==> config.mk <==
export PLATFORM = sky130hd
export DESIGN_NAME = seg_display_scheduler
export DESIGN_NICKNAME = d
export VERILOG_FILES = /design/src/rtl/seg_display_scheduler.sv
export SDC_FILE = /design/constraint.sdc
export NUM_CORES = 1
export LEC_CHECK = 0
export ABC_CLOCK_PERIOD_IN_PS = 4130
export CAP_MARGIN = 15
export CORE_MARGIN = 4
export CORE_UTILIZATION = 40
export DETAILED_ROUTE_END_ITERATION = 10
export GPL_TIMING_DRIVEN = 0
export HOLD_SLACK_MARGIN = 0.03
export PLACE_DENSITY = 0.56
export RECOVER_POWER = 100
export SYNTH_ARGS = -nofsm -noshare
export SYNTH_HDL_FRONTEND = slang
export SYNTH_SLANG_ARGS = --single-unit
export TNS_END_PERCENT = 10
==> constraint.sdc <==
create_clock -name clk_i -period 4.13 [get_ports clk_i]
set_clock_uncertainty 0.15 [all_clocks]
set_input_delay 1.0325 -clock clk_i [delete_from_list [all_inputs] [get_ports clk_i]]
set_output_delay 1.0325 -clock clk_i [all_outputs]
set_load 0.02 [all_outputs]
==> src/rtl/seg_display_scheduler.sv <==
// seg_display_scheduler
//   Owns the 4-digit multiplexed seven-segment display and its four push-buttons.
//   Each button is synchronized and debounced. A debounced press latches switch_i
//   into that button's digit register. A scan FSM (OFF/BLANK/SHOW) time-shares the
//   cathode bus across the anodes and inserts a dark interval at the start of
//   every slot to stop ghosting.
// Ports:
//   clk_i          system clock
//   reset_i        synchronous active-high reset
//   enable_i       1 = scan the display, 0 = display dark
//   switch_i[3:0]  value loaded into a digit on a press
//   btn_i[3:0]     raw asynchronous buttons, btn_i[i] loads digit i
//   anodes_o[3:0]  active-low digit select (digit 0 = 0111 ... digit 3 = 1110)
//   cathodes_o[6:0] active-low segments {a,b,c,d,e,f,g}
//   digit_valid_o  bit i set once digit i has been loaded
//   scan_idx_o     digit slot currently being scanned
module seg_display_scheduler #(
    parameter int unsigned SCAN_DIV = 1000,
    parameter int unsigned BLANK    = 50,
    parameter int unsigned DEBOUNCE = 20000
) (
    input  logic       clk_i,
    input  logic       reset_i,
    input  logic       enable_i,
    input  logic [3:0] switch_i,
    input  logic [3:0] btn_i,
    output logic [3:0] anodes_o,
    output logic [6:0] cathodes_o,
    output logic [3:0] digit_valid_o,
    output logic [1:0] scan_idx_o
);

    localparam int unsigned SW = (SCAN_DIV > 1) ? $clog2(SCAN_DIV) : 1;
    localparam int unsigned DW = $clog2(DEBOUNCE + 1);
    localparam logic [SW-1:0] SLOT_LAST  = SW'(SCAN_DIV - 1);
    localparam logic [SW-1:0] BLANK_LAST = SW'((BLANK > 0) ? BLANK - 1 : 0);
    localparam logic [DW-1:0] DB_LAST    = DW'(DEBOUNCE);

    typedef enum logic [1:0] {S_OFF, S_BLANK, S_SHOW} state_t;

    logic [3:0]    sync1_q, sync2_q;
    logic [3:0]    db_q, db_d;
    logic [DW-1:0] dcnt_q [4];
    logic [DW-1:0] dcnt_d [4];
    logic [3:0]    digit_q [4];
    logic [3:0]    digit_d [4];
    logic [3:0]    valid_q, valid_d;

    state_t        state_q, state_d;
    logic [SW-1:0] slot_q, slot_d;
    logic [1:0]    idx_q, idx_d;
    logic [3:0]    anodes_q, anodes_d;
    logic [6:0]    cathodes_q, cathodes_d;

    function automatic logic [6:0] hex7(input logic [3:0] v);
        case (v)
            4'h0: hex7 = 7'b0000001;
            4'h1: hex7 = 7'b1001111;
            4'h2: hex7 = 7'b0010010;
            4'h3: hex7 = 7'b0000110;
            4'h4: hex7 = 7'b1001100;
            4'h5: hex7 = 7'b0100100;
            4'h6: hex7 = 7'b0100000;
            4'h7: hex7 = 7'b0001111;
            4'h8: hex7 = 7'b0000000;
            4'h9: hex7 = 7'b0000100;
            4'hA: hex7 = 7'b0000010;
            4'hB: hex7 = 7'b1100000;
            4'hC: hex7 = 7'b0110001;
            4'hD: hex7 = 7'b1000010;
            4'hE: hex7 = 7'b0010000;
            4'hF: hex7 = 7'b0111000;
            default: hex7 = 7'b1111111;
        endcase
    endfunction

    // Debounce: the counter runs while the synchronized level disagrees with the
    // accepted level; a rising accept is the load strobe for that digit.
    always_comb begin
        db_d    = db_q;
        valid_d = valid_q;
        digit_d = digit_q;
        for (int unsigned i = 0; i < 4; i++) begin
            dcnt_d[i] = '0;
            if (sync2_q[i] != db_q[i]) begin
                if (dcnt_q[i] == DB_LAST) begin
                    db_d[i] = sync2_q[i];
                    if (sync2_q[i]) begin
                        digit_d[i] = switch_i;
                        valid_d[i] = 1'b1;
                    end
                end else begin
                    dcnt_d[i] = dcnt_q[i] + DW'(1);
                end
            end
        end
    end

    // Scan FSM next state. The slot counter keeps running from BLANK into SHOW so
    // a slot is always SCAN_DIV cycles long.
    always_comb begin
        state_d = state_q;
        slot_d  = slot_q;
        idx_d   = idx_q;
        case (state_q)
            S_OFF: begin
                slot_d = '0;
                if (enable_i) begin
                    idx_d   = '0;
                    state_d = (BLANK == 0) ? S_SHOW : S_BLANK;
                end
            end
            S_BLANK: begin
                slot_d = slot_q + SW'(1);
                if (slot_q == BLANK_LAST) state_d = S_SHOW;
            end
            S_SHOW: begin
                if (slot_q == SLOT_LAST) begin
                    slot_d  = '0;
                    idx_d   = idx_q + 2'd1;
                    state_d = (BLANK == 0) ? S_SHOW : S_BLANK;
                end else begin
                    slot_d = slot_q + SW'(1);
                end
            end
            default: state_d = S_OFF;
        endcase
        if (!enable_i) state_d = S_OFF;
    end

    // Outputs are registered from the next state; cathodes use the digit contents
    // before this edge, so a load shows up one edge after it lands.
    always_comb begin
        anodes_d   = '1;
        cathodes_d = '1;
        if (state_d == S_SHOW) begin
            anodes_d = ~(4'b1000 >> idx_d);
            if (valid_q[idx_d]) cathodes_d = hex7(digit_q[idx_d]);
        end
    end

    always_ff @(posedge clk_i) begin
        if (reset_i) begin
            sync1_q    <= '0;
            sync2_q    <= '0;
            db_q       <= '0;
            dcnt_q     <= '{default: '0};
            digit_q    <= '{default: '0};
            valid_q    <= '0;
            state_q    <= S_OFF;
            slot_q     <= '0;
            idx_q      <= '0;
            anodes_q   <= '1;
            cathodes_q <= '1;
        end else begin
            sync1_q    <= btn_i;
            sync2_q    <= sync1_q;
            db_q       <= db_d;
            dcnt_q     <= dcnt_d;
            digit_q    <= digit_d;
            valid_q    <= valid_d;
            state_q    <= state_d;
            slot_q     <= slot_d;
            idx_q      <= idx_d;
            anodes_q   <= anodes_d;
            cathodes_q <= cathodes_d;
        end
    end

    assign anodes_o      = anodes_q;
    assign cathodes_o    = cathodes_q;
    assign digit_valid_o = valid_q;
    assign scan_idx_o    = idx_q;

endmodule

==> flow_summary.toml, run 1 <==
[global_routing]
grt_pass1_wl_mm = 17.6
overflow = 0
grt_antenna_before_repair = 1
grt_pass1_vias = 3930
grt_max_degree = 17
grt.total_usage_pct = 14.5

[clocking]
clock_path_buffers = 2
cts_resized = 0
cts_tree = "done"
cts_max_level = 4
holdBufCountCts = 0
cts_setup_buffers = 0
clk_pin_slew_ps = 50
clk_latency_ps = 410
clock_sinks = 117
numCtsBuffers = 17
root_buffer = "clkbuf_16"

[die]
core_area_mm2 = 0.0132
die_h_um = 124
die_area_mm2 = 0.0154
row_count = 42
start_util_pct = 40.7
die_x_um = 124
ios = 28

[power_and_ir_drop]
leakagePower_uw = 0.00242
p_sw_uw = 512
p_seq_share_pct = 42.0
swShare_pct = 18.9
ir_drop_mv = 0.273
p_comb_share_pct = 1.5
intPower_uw = 2200
pwr-share-clk_pct = 56.6
power_density_mw_per_mm2 = 417

[outcome]
status = "complete, no violations"

[sta]
relSlewSlack_pct = 51.8
fin_crit_ps = 3850
worst_pin_slew_ps = 714
rsz0062_at_grt = "no"
tns_ps = 0
hold_viol_final = 0
max_freq_mhz = 260
report.final.setup_viol = 0
post-route-period-util_pct = 93.1
slew_violations = 0

[place]
gp_congestion = 0.826
hpwl_mm = 7.38
portBuffers = 27

[worst_setup_path]
reg2reg_slack_ps = 520
path_class = "primary input to flip-flop"
end_kind = "flip-flop"
critPathLaunchType = "primary input"
crit_path_max_fanout = 10
cp_data_required_time_ps = 4310
cp.arrival_ps = 4030

[logic_synthesis]
synth_edf_count = 0
yosys_warnings = 0
avgSynthCellArea_um2 = 9.19
ys.flop_type = "dfxtp_1"
synth-seq-cells = 117
postSynthCellCount = 587
seq_area_frac_synth_pct = 43.4
syn-num-nets = 622
synthArstFlopShare_pct = 0
synthDistinctLibCells = 52
netlist_area_mm2 = 0.00539

[run]
max-cap-violations = 0

[detailed_routing]
vias = 4030
dr.first_iter.drc_count = 190
drt_first_pass_iters = 4
final_antenna_net_count = 0
wl_per_cell_um = 12.4
drt-total-wl_mm = 10.2
via_per_inst = 4.91
drc = 0

[finish]
area_growth_pct = 20.6
layout.nets = 668
antenna_cells = 0
drive_gt1_share_pct = 8.53
fin_util_pct = 49.1

[min_path]
hold_class = "flip-flop to flip-flop"
## state kept, by name, indices dropped and copies added (netlist names)
register       flops
sync2_q            4
digit_valid_o      4
anodes_o           4
slot_q            10
dcnt_q            60
cathodes_o         7
sync1_q            4
digit_q           16
db_q               4
state_q            2
scan_idx_o         2
## stage by stage
stage	total power (µW)	setup slack [ps]	hold WS [ps]	instance area (µm²)	instances
after floorplan	1180	754	264	5390	587
after global placement	1200	-121	268	5880	790
after detailed placement	1200	-102	273	5880	790
after CTS	2760	316	285	6510	821
after global routing	2820	148	310	6500	821
final	2710	284	283	6500	821
## power by group through the flow
stage | registers (µW) | logic (µW) | clock network [µW]
5_1_grt | 1140 | 45.5 | 1630
2_1_floorplan | 1160 | 21.4 | 0
6_report | 1140 | 40.0 | 1530
3_3_place_gp | 1160 | 40.8 | 0
4_1_cts | 1140 | 41.6 | 1580
3_5_place_dp | 1160 | 41.4 | 0
## logic make-up (layout without fill, tap and decap cells)
kind of cell / count (synthesis) / after routing / synth area share, %
simple gates: 253 / 253 / 23.0
fa+ha+maj: 24 / 24 / 5.57
mux: 34 / 34 / 7.28
xor+xnor: 60 / 60 / 9.74
buf+inv: 53 / 111 / 4.27
compound gates: 46 / 46 / 6.68
flops: 117 / 117 / 43.4
## cell usage in the layout (no fill, tap or decap), types with 6 or more instances in the layout
cell type and count:
dfxtp_1 117, nor2_1 105, nand3_1 36, inv_1 34
xor2_1 34, nand2_1 32, mux2i_1 28, xnor2_1 26
ha_1 24, dlygate4sd3_1 18, clkbuf_16 17, and3_1 16
clkbuf_1 16, a21oi_1 16, nor2b_1 15, nand4_1 9
or3_1 9, clkdlybuf4s50_1 9, nor3_1 7, nor4_1 6
nor4b_1 6, o21ai_0 6
## worst max-delay path: stages
cell and delay (ps):
clkdlybuf4s50_1 450, mux2i_1 250, nand2_1 100, and3_1 200, buf_6 160, buf_6 150
mux2i_1 110, mux2i_1 410, inv_1 200, ha_1 330, inv_1 50, a211oi_1 310
a21oi_1 100, o221ai_2 170
## Yosys cell counts (2+ instances only)
master / n / area [µm²]
mux2i_4: 4 / 90.1
clkbuf_1: 13 / 48.8
mux2i_1: 28 / 280
nor4b_1: 5 / 43.8
o21ai_1: 3 / 15.0
dfxtp_1: 117 / 2340
mux2_2: 2 / 22.5
inv_1: 34 / 128
o21ai_0: 3 / 15.0
buf_6: 4 / 45.0
xnor2_1: 26 / 228
nor4_1: 6 / 37.5
and3_1: 16 / 100
nand4_1: 9 / 56.3
a21oi_1: 16 / 80.1
nand3_1: 36 / 180
nor3_1: 7 / 35.0
xor2_1: 34 / 298
o211ai_1: 2 / 15.0
nand2_1: 32 / 120
a211oi_2: 4 / 50.1
nor2_1: 105 / 394
or3_1: 9 / 56.3
and2_1: 4 / 25.0
ha_1: 24 / 300
nor2b_1: 15 / 93.8
a211oi_1: 4 / 30.0
## worst paths after layout
check                              start                  endpoint  depth (start not counted)
setup reg to reg  slot_q[0]$_SDFFE_PP0N_  cathodes_o[3]$_SDFF_PP1_                         13
setup / recovery                enable_i  cathodes_o[3]$_SDFF_PP1_                         14
hold reg to reg    sync1_q[1]$_SDFF_PP0_     sync2_q[1]$_SDFF_PP0_                          1
hold / removal     sync1_q[1]$_SDFF_PP0_     sync2_q[1]$_SDFF_PP0_                          1
## cell type report
cell class                 instances  area (µm²)
timing repair buffer              27         270
clock buffer                      22         474
multi-input combinational        417        2820
tap                              176         220
sequential                       117        2340
buffer                            19         103
fill                            1286        6740
clock inverter                     9         150
inverter                          34         128
## layer usage
layer | vias up | GRT usage [%] | wire [µm]
li1 | 2077 | - | -
met1 | 1856 | 17.4 | 4860
met2 | 73 | 23.5 | 4640
met3 | 22 | 4.77 | 440
met4 | 2 | 6.84 | 230
met5 | - | 0 | 8
No activity file was read; power rests on OpenSTA's default activity.
==> run 2, diff against run 1 <==
Settings changed: ABC_CLOCK_PERIOD_IN_PS 4130 to 4200.
Clock period 4.13 ns to 4.2 ns, I/O delays scaled along.
==> results of run 2 <==
The final DEF is identical to that of run 1. Status: complete, no violations.
Main changes from that run: setup slack after placement -102 ps -> -49.4 ps; setup slack after layout 284 ps -> 336 ps; register-to-register setup slack 520 ps -> 590 ps; total power 2710 µW -> 2670 µW; worst IR drop on VDD 0.273 mV -> 0.268 mV
==> edit 1 (flow settings as in run 2) <==
Make the reset (`reset_i`) asynchronous in one clocked block. Comments in the files are not updated.
--- a/src/rtl/seg_display_scheduler.sv
+++ b/src/rtl/seg_display_scheduler.sv
@@ -140,5 +140,5 @@
     end
 
-    always_ff @(posedge clk_i) begin
+    always_ff @(posedge clk_i or posedge reset_i) begin
         if (reset_i) begin
             sync1_q    <= '0;
Formal check against the unedited RTL: no difference found for any inputs over 10 cycles, from zero or initial values and one cycle with reset_i high; that may be too few to reach the edited logic, so the function may still have changed.
==> edit 1 against run 2 <==
Synthesized area is 9.2% higher. Hold slack worse by 0.086 ns. Via count is 1.7% higher. Utilization decreased by 0.35 points. Setup slack gained 0.043 ns. Design area rose by 8.6%. Cell count decreased by 1.8%. Count of clock-buffer cells in the layout is 1 higher. Wire length is 9.2% higher. Sequential share of layout area grew 5.6 points. Global-route usage grew 0.091 points. Sequential cell count unchanged.
Power is not compared: it rests on default switching activity, and its combinational part moved more than twofold at a synthesized area within 25%.
==> edit 1: results (changes against run 2) <==
[critical_path]
cp_top_family=compound AO/OA/AOI/OAI gates  ; was buffers and inverters
reg2reg_from=state_q[0]  ; was slot_q[0]
cpPeakStageDelay_ns=0.43  ; was 0.45 ns
arrival_ns=4.00  ; was 4.04 ns

[routing]
routed_wl_mm=11.1  ; was 10.2 mm
vias_per_cell=5.08  ; was 4.91
detail_route.iter0.violations=238  ; was 190
wl_per_cell_um=13.8  ; was 12.4 µm

[sta]
max_slew_margin=0.0435  ; was 0.518

[global_routing]
grt.met1_usage=0.181  ; was 0.174
first_global_vias=4263  ; was 3930
grt_pass1_wl_mm=19.7  ; was 17.6 mm
grtUsageMet2=0.246  ; was 0.235
grt_usage=0.146  ; was 0.145
grt_util_met3=0.0425  ; was 0.0477
antenna_found_initial=0  ; was 1

[synthesis]
synth_nets=596  ; was 622
seq_area_frac_synth=0.499  ; was 0.434
synth_xor_area_frac=0.0907  ; was 0.0974
avgSynthCellArea_um2=10.5  ; was 9.19 µm²
synth_ff_type=dfrtp_1  ; was dfxtp_1
synth_fa_ha_area_frac=0.0531  ; was 0.0557
synth_compound_area_frac=0.0686  ; was 0.0668
yosys.area.top_type_share=0.450  ; was 0.434

[placed_design]
hpwl_mm=7.89  ; was 7.38 mm
postPlaceCellArea_mm2=0.00645  ; was 0.00588 mm²
pre_cts_slack_ns=-0.0209  ; was -0.0494 ns

[layout]
stdcell_area_mm2=0.00706  ; was 0.00650 mm²
fill_cells=1305  ; was 1286
nets=645  ; was 668
drive_gt1_frac=0.125  ; was 0.0853

[worst_hold_path]
min_from=sync1_q[1]  ; unchanged

[run_status]
outcome=finished clean  ; unchanged

[edit 1: cell count changes in the layout (fill, tap and decap cells not counted), sizes merged, moves of 7 or more]
cell / change
dfxtp: -117
dfrtp: +106
nor2b: -9
and3: +7
nor2: -15
or3: -9
dfstp: +11
nand2b: +7
mux2i: -22
a21oi: -12
mux2: +16
o21ai: +7
[edit 1: report_power, final]
group          total [W]  internal (W)  switching [W]  leakage (nW)
clock            0.00154       0.00105       0.000492         0.313
combinational   0.000126     0.0000499      0.0000757          1.24
sequential       0.00117       0.00115      0.0000210          1.53
[edit 1: area by class of cell]
class | count | area share
tap | 184 | 0.0326
inverter | 34 | 0.0186
buffer | 9 | 0.00691
sequential | 117 | 0.417
multi-input combinational | 400 | 0.391
clock inverter | 9 | 0.0209
timing repair buffer | 30 | 0.0445
clock buffer | 23 | 0.0691
[edit 1: final timing paths]
check | to | slack (ns) | cells past startpoint
setup / recovery | cathodes_o[1] | 0.38 | 10
hold / removal | sync2_q[1] | 0.20 | 0
setup reg to reg | cathodes_o[1] | 0.64 | 11
hold reg to reg | sync2_q[1] | 0.20 | 0
max in group asynchronous | cathodes_o[1] | 0.81 | 4
min in group asynchronous | sync1_q[1] | 1.20 | 2
[edit 1: worst reg2reg max path: cells and delay by family (launching register included)]
family | cells | cell delay [ns]
multiplexers | 2 | 0.57
AND/OR/NAND/NOR | 3 | 0.83
adder cells (fa/ha/maj) | 2 | 0.53
buffers and inverters | 1 | 0.15
flip-flops | 1 | 0.43
AO/OA/AOI/OAI | 3 | 0.83
[edit 1: routing by layer]
layer / wire (µm) / vias up
li1: - / 2021
met1: 5200 / 2009
met2: 5390 / 54
met3: 372 / 14
met4: 146 / 0
met5: 0 / -
==> edit 2 (config.mk and constraints of run 2) <==
Made on the original files. `DEBOUNCE`: 20000 -> 80000.
--- a/src/rtl/seg_display_scheduler.sv
+++ b/src/rtl/seg_display_scheduler.sv
@@ -18,5 +18,5 @@
     parameter int unsigned SCAN_DIV = 1000,
     parameter int unsigned BLANK    = 50,
-    parameter int unsigned DEBOUNCE = 20000
+    parameter int unsigned DEBOUNCE = 80000
 ) (
     input  logic       clk_i,
Formal check against the unedited RTL: no difference found for any inputs over 10 cycles, from zero or initial values and one cycle with reset_i high; that may be too few to reach the edited logic, so the function may still have changed.
==> edit 2 against run 2 <==
Combinational power is 3% higher. Hold slack better by 0.0037 ns. Sequential cell count is 8 higher. Synthesized area is 8.4% higher. Non-clock buffer count is 1 lower. Power is 3.4% higher. First-iteration DRC count is 29% higher. Design area is 6.6% higher. Wire length is 16% higher. Fmax is 4.9% higher. Setup slack better by 0.18 ns. Largest power group unchanged.
==> edit 2: results (changes against run 2) <==
[layout]
fill_cells=1306  ; was 1286
fin_cells=885  ; was 821
nets=727  ; was 668
drive_gt1_frac=0.0723  ; was 0.0853
top_regs=dcnt_q (68), digit_q (16), slot_q (10)  ; was dcnt_q (60), digit_q (16), slot_q (10)

[worst_hold_path]
min_path_type=reg -> reg  ; unchanged
hold_end=sync2_q[0]  ; was sync2_q[1]
whs_path_depth=1  ; unchanged
min_from=sync1_q[0]  ; was sync1_q[1]

[critical_path]
r2r_end=cathodes_o[1]  ; was cathodes_o[3]
arrival_ns=3.80  ; was 4.04 ns
r2r_slack_ns=0.85  ; was 0.59 ns
crit_slowest_cell=dlygate4sd3_1  ; was clkdlybuf4s50_1
cp_top_family=compound AO/OA/AOI/OAI gates  ; was buffers and inverters
startpoint=enable_i  ; unchanged
cpPeakStageDelay_ns=0.54  ; was 0.45 ns

[routing]
met2_length_mm=5.26  ; was 4.64 mm
wl_met1_mm=5.92  ; was 4.86 mm
routed_wl_mm=11.8  ; was 10.2 mm
maxUsedRoutingLayer=met4  ; was met5
detail_route.iter0.violations=245  ; was 190
vias_per_cell=5.04  ; was 4.91

[die]
die_w_um=129  ; was 124 µm

[sta]
holdWs_ns=0.286  ; was 0.283 ns
fin_crit_sh=0.877  ; was 0.920
worst_pin_slew_ns=0.619  ; was 0.714 ns

[global_routing]
first_global_vias=4394  ; was 3930
grt_util_met3=0.0432  ; was 0.0477
grtUsageMet2=0.243  ; was 0.235
antenna_found_initial=0  ; was 1
grt_pass1_wl_mm=20.7  ; was 17.6 mm
grt.met1_usage=0.201  ; was 0.174
grt_usage=0.155  ; was 0.145

[placed_design]
hpwl_mm=8.55  ; was 7.38 mm
pre_cts_slack_ns=0.311  ; was -0.0494 ns
dp.cells=853  ; was 790
place_congestion=0.810  ; was 0.826
postPlaceCellArea_mm2=0.00634  ; was 0.00588 mm²

[synthesis]
synthTopCellsByCount=dfxtp_1, nor2_1, xor2_1  ; was dfxtp_1, nor2_1, nand3_1
seq_area_frac_synth=0.428  ; was 0.434
synth.area.top_cells=dfxtp_1, nor2_1, xor2_1  ; was dfxtp_1, nor2_1, ha_1
synth_nets=681  ; was 622
ys_types=68  ; was 52

[power_and_ir_drop]
peakVddDrop_mv=0.327  ; was 0.268 mV
leakage_nw=2.52  ; was 2.42 nW

[run_status]
outcome=finished clean  ; unchanged

==> edit 2: power by group <==
part	leakage [nW]	switching (W)	internal, W
Sequential	1.01	0.00000347	0.00119
Combinational	1.21	0.0000236	0.0000171
Clock	0.301	0.000516	0.00101
Total	2.52	0.000543	0.00222
==> edit 2: cells by family after synthesis <==
family          count (synthesis)  share of synthesized area
simple gates                  294                      0.255
flops                         125                      0.428
xor+xnor                       67                      0.100
compound gates                 57                     0.0819
buf+inv                        52                     0.0368
mux                            27                     0.0466
fa+ha+maj                      24                     0.0513
==> edit 2: final cells by class <==
class	instances	area (µm²)	share of cell area
sequential	125	2500	0.361
tap	180	225	0.0325
multi-input combinational	469	3100	0.448
clock inverter	11	165	0.0238
timing repair buffer	27	270	0.0390
buffer	18	86.3	0.0125
clock buffer	21	450	0.0650
inverter	34	128	0.0184
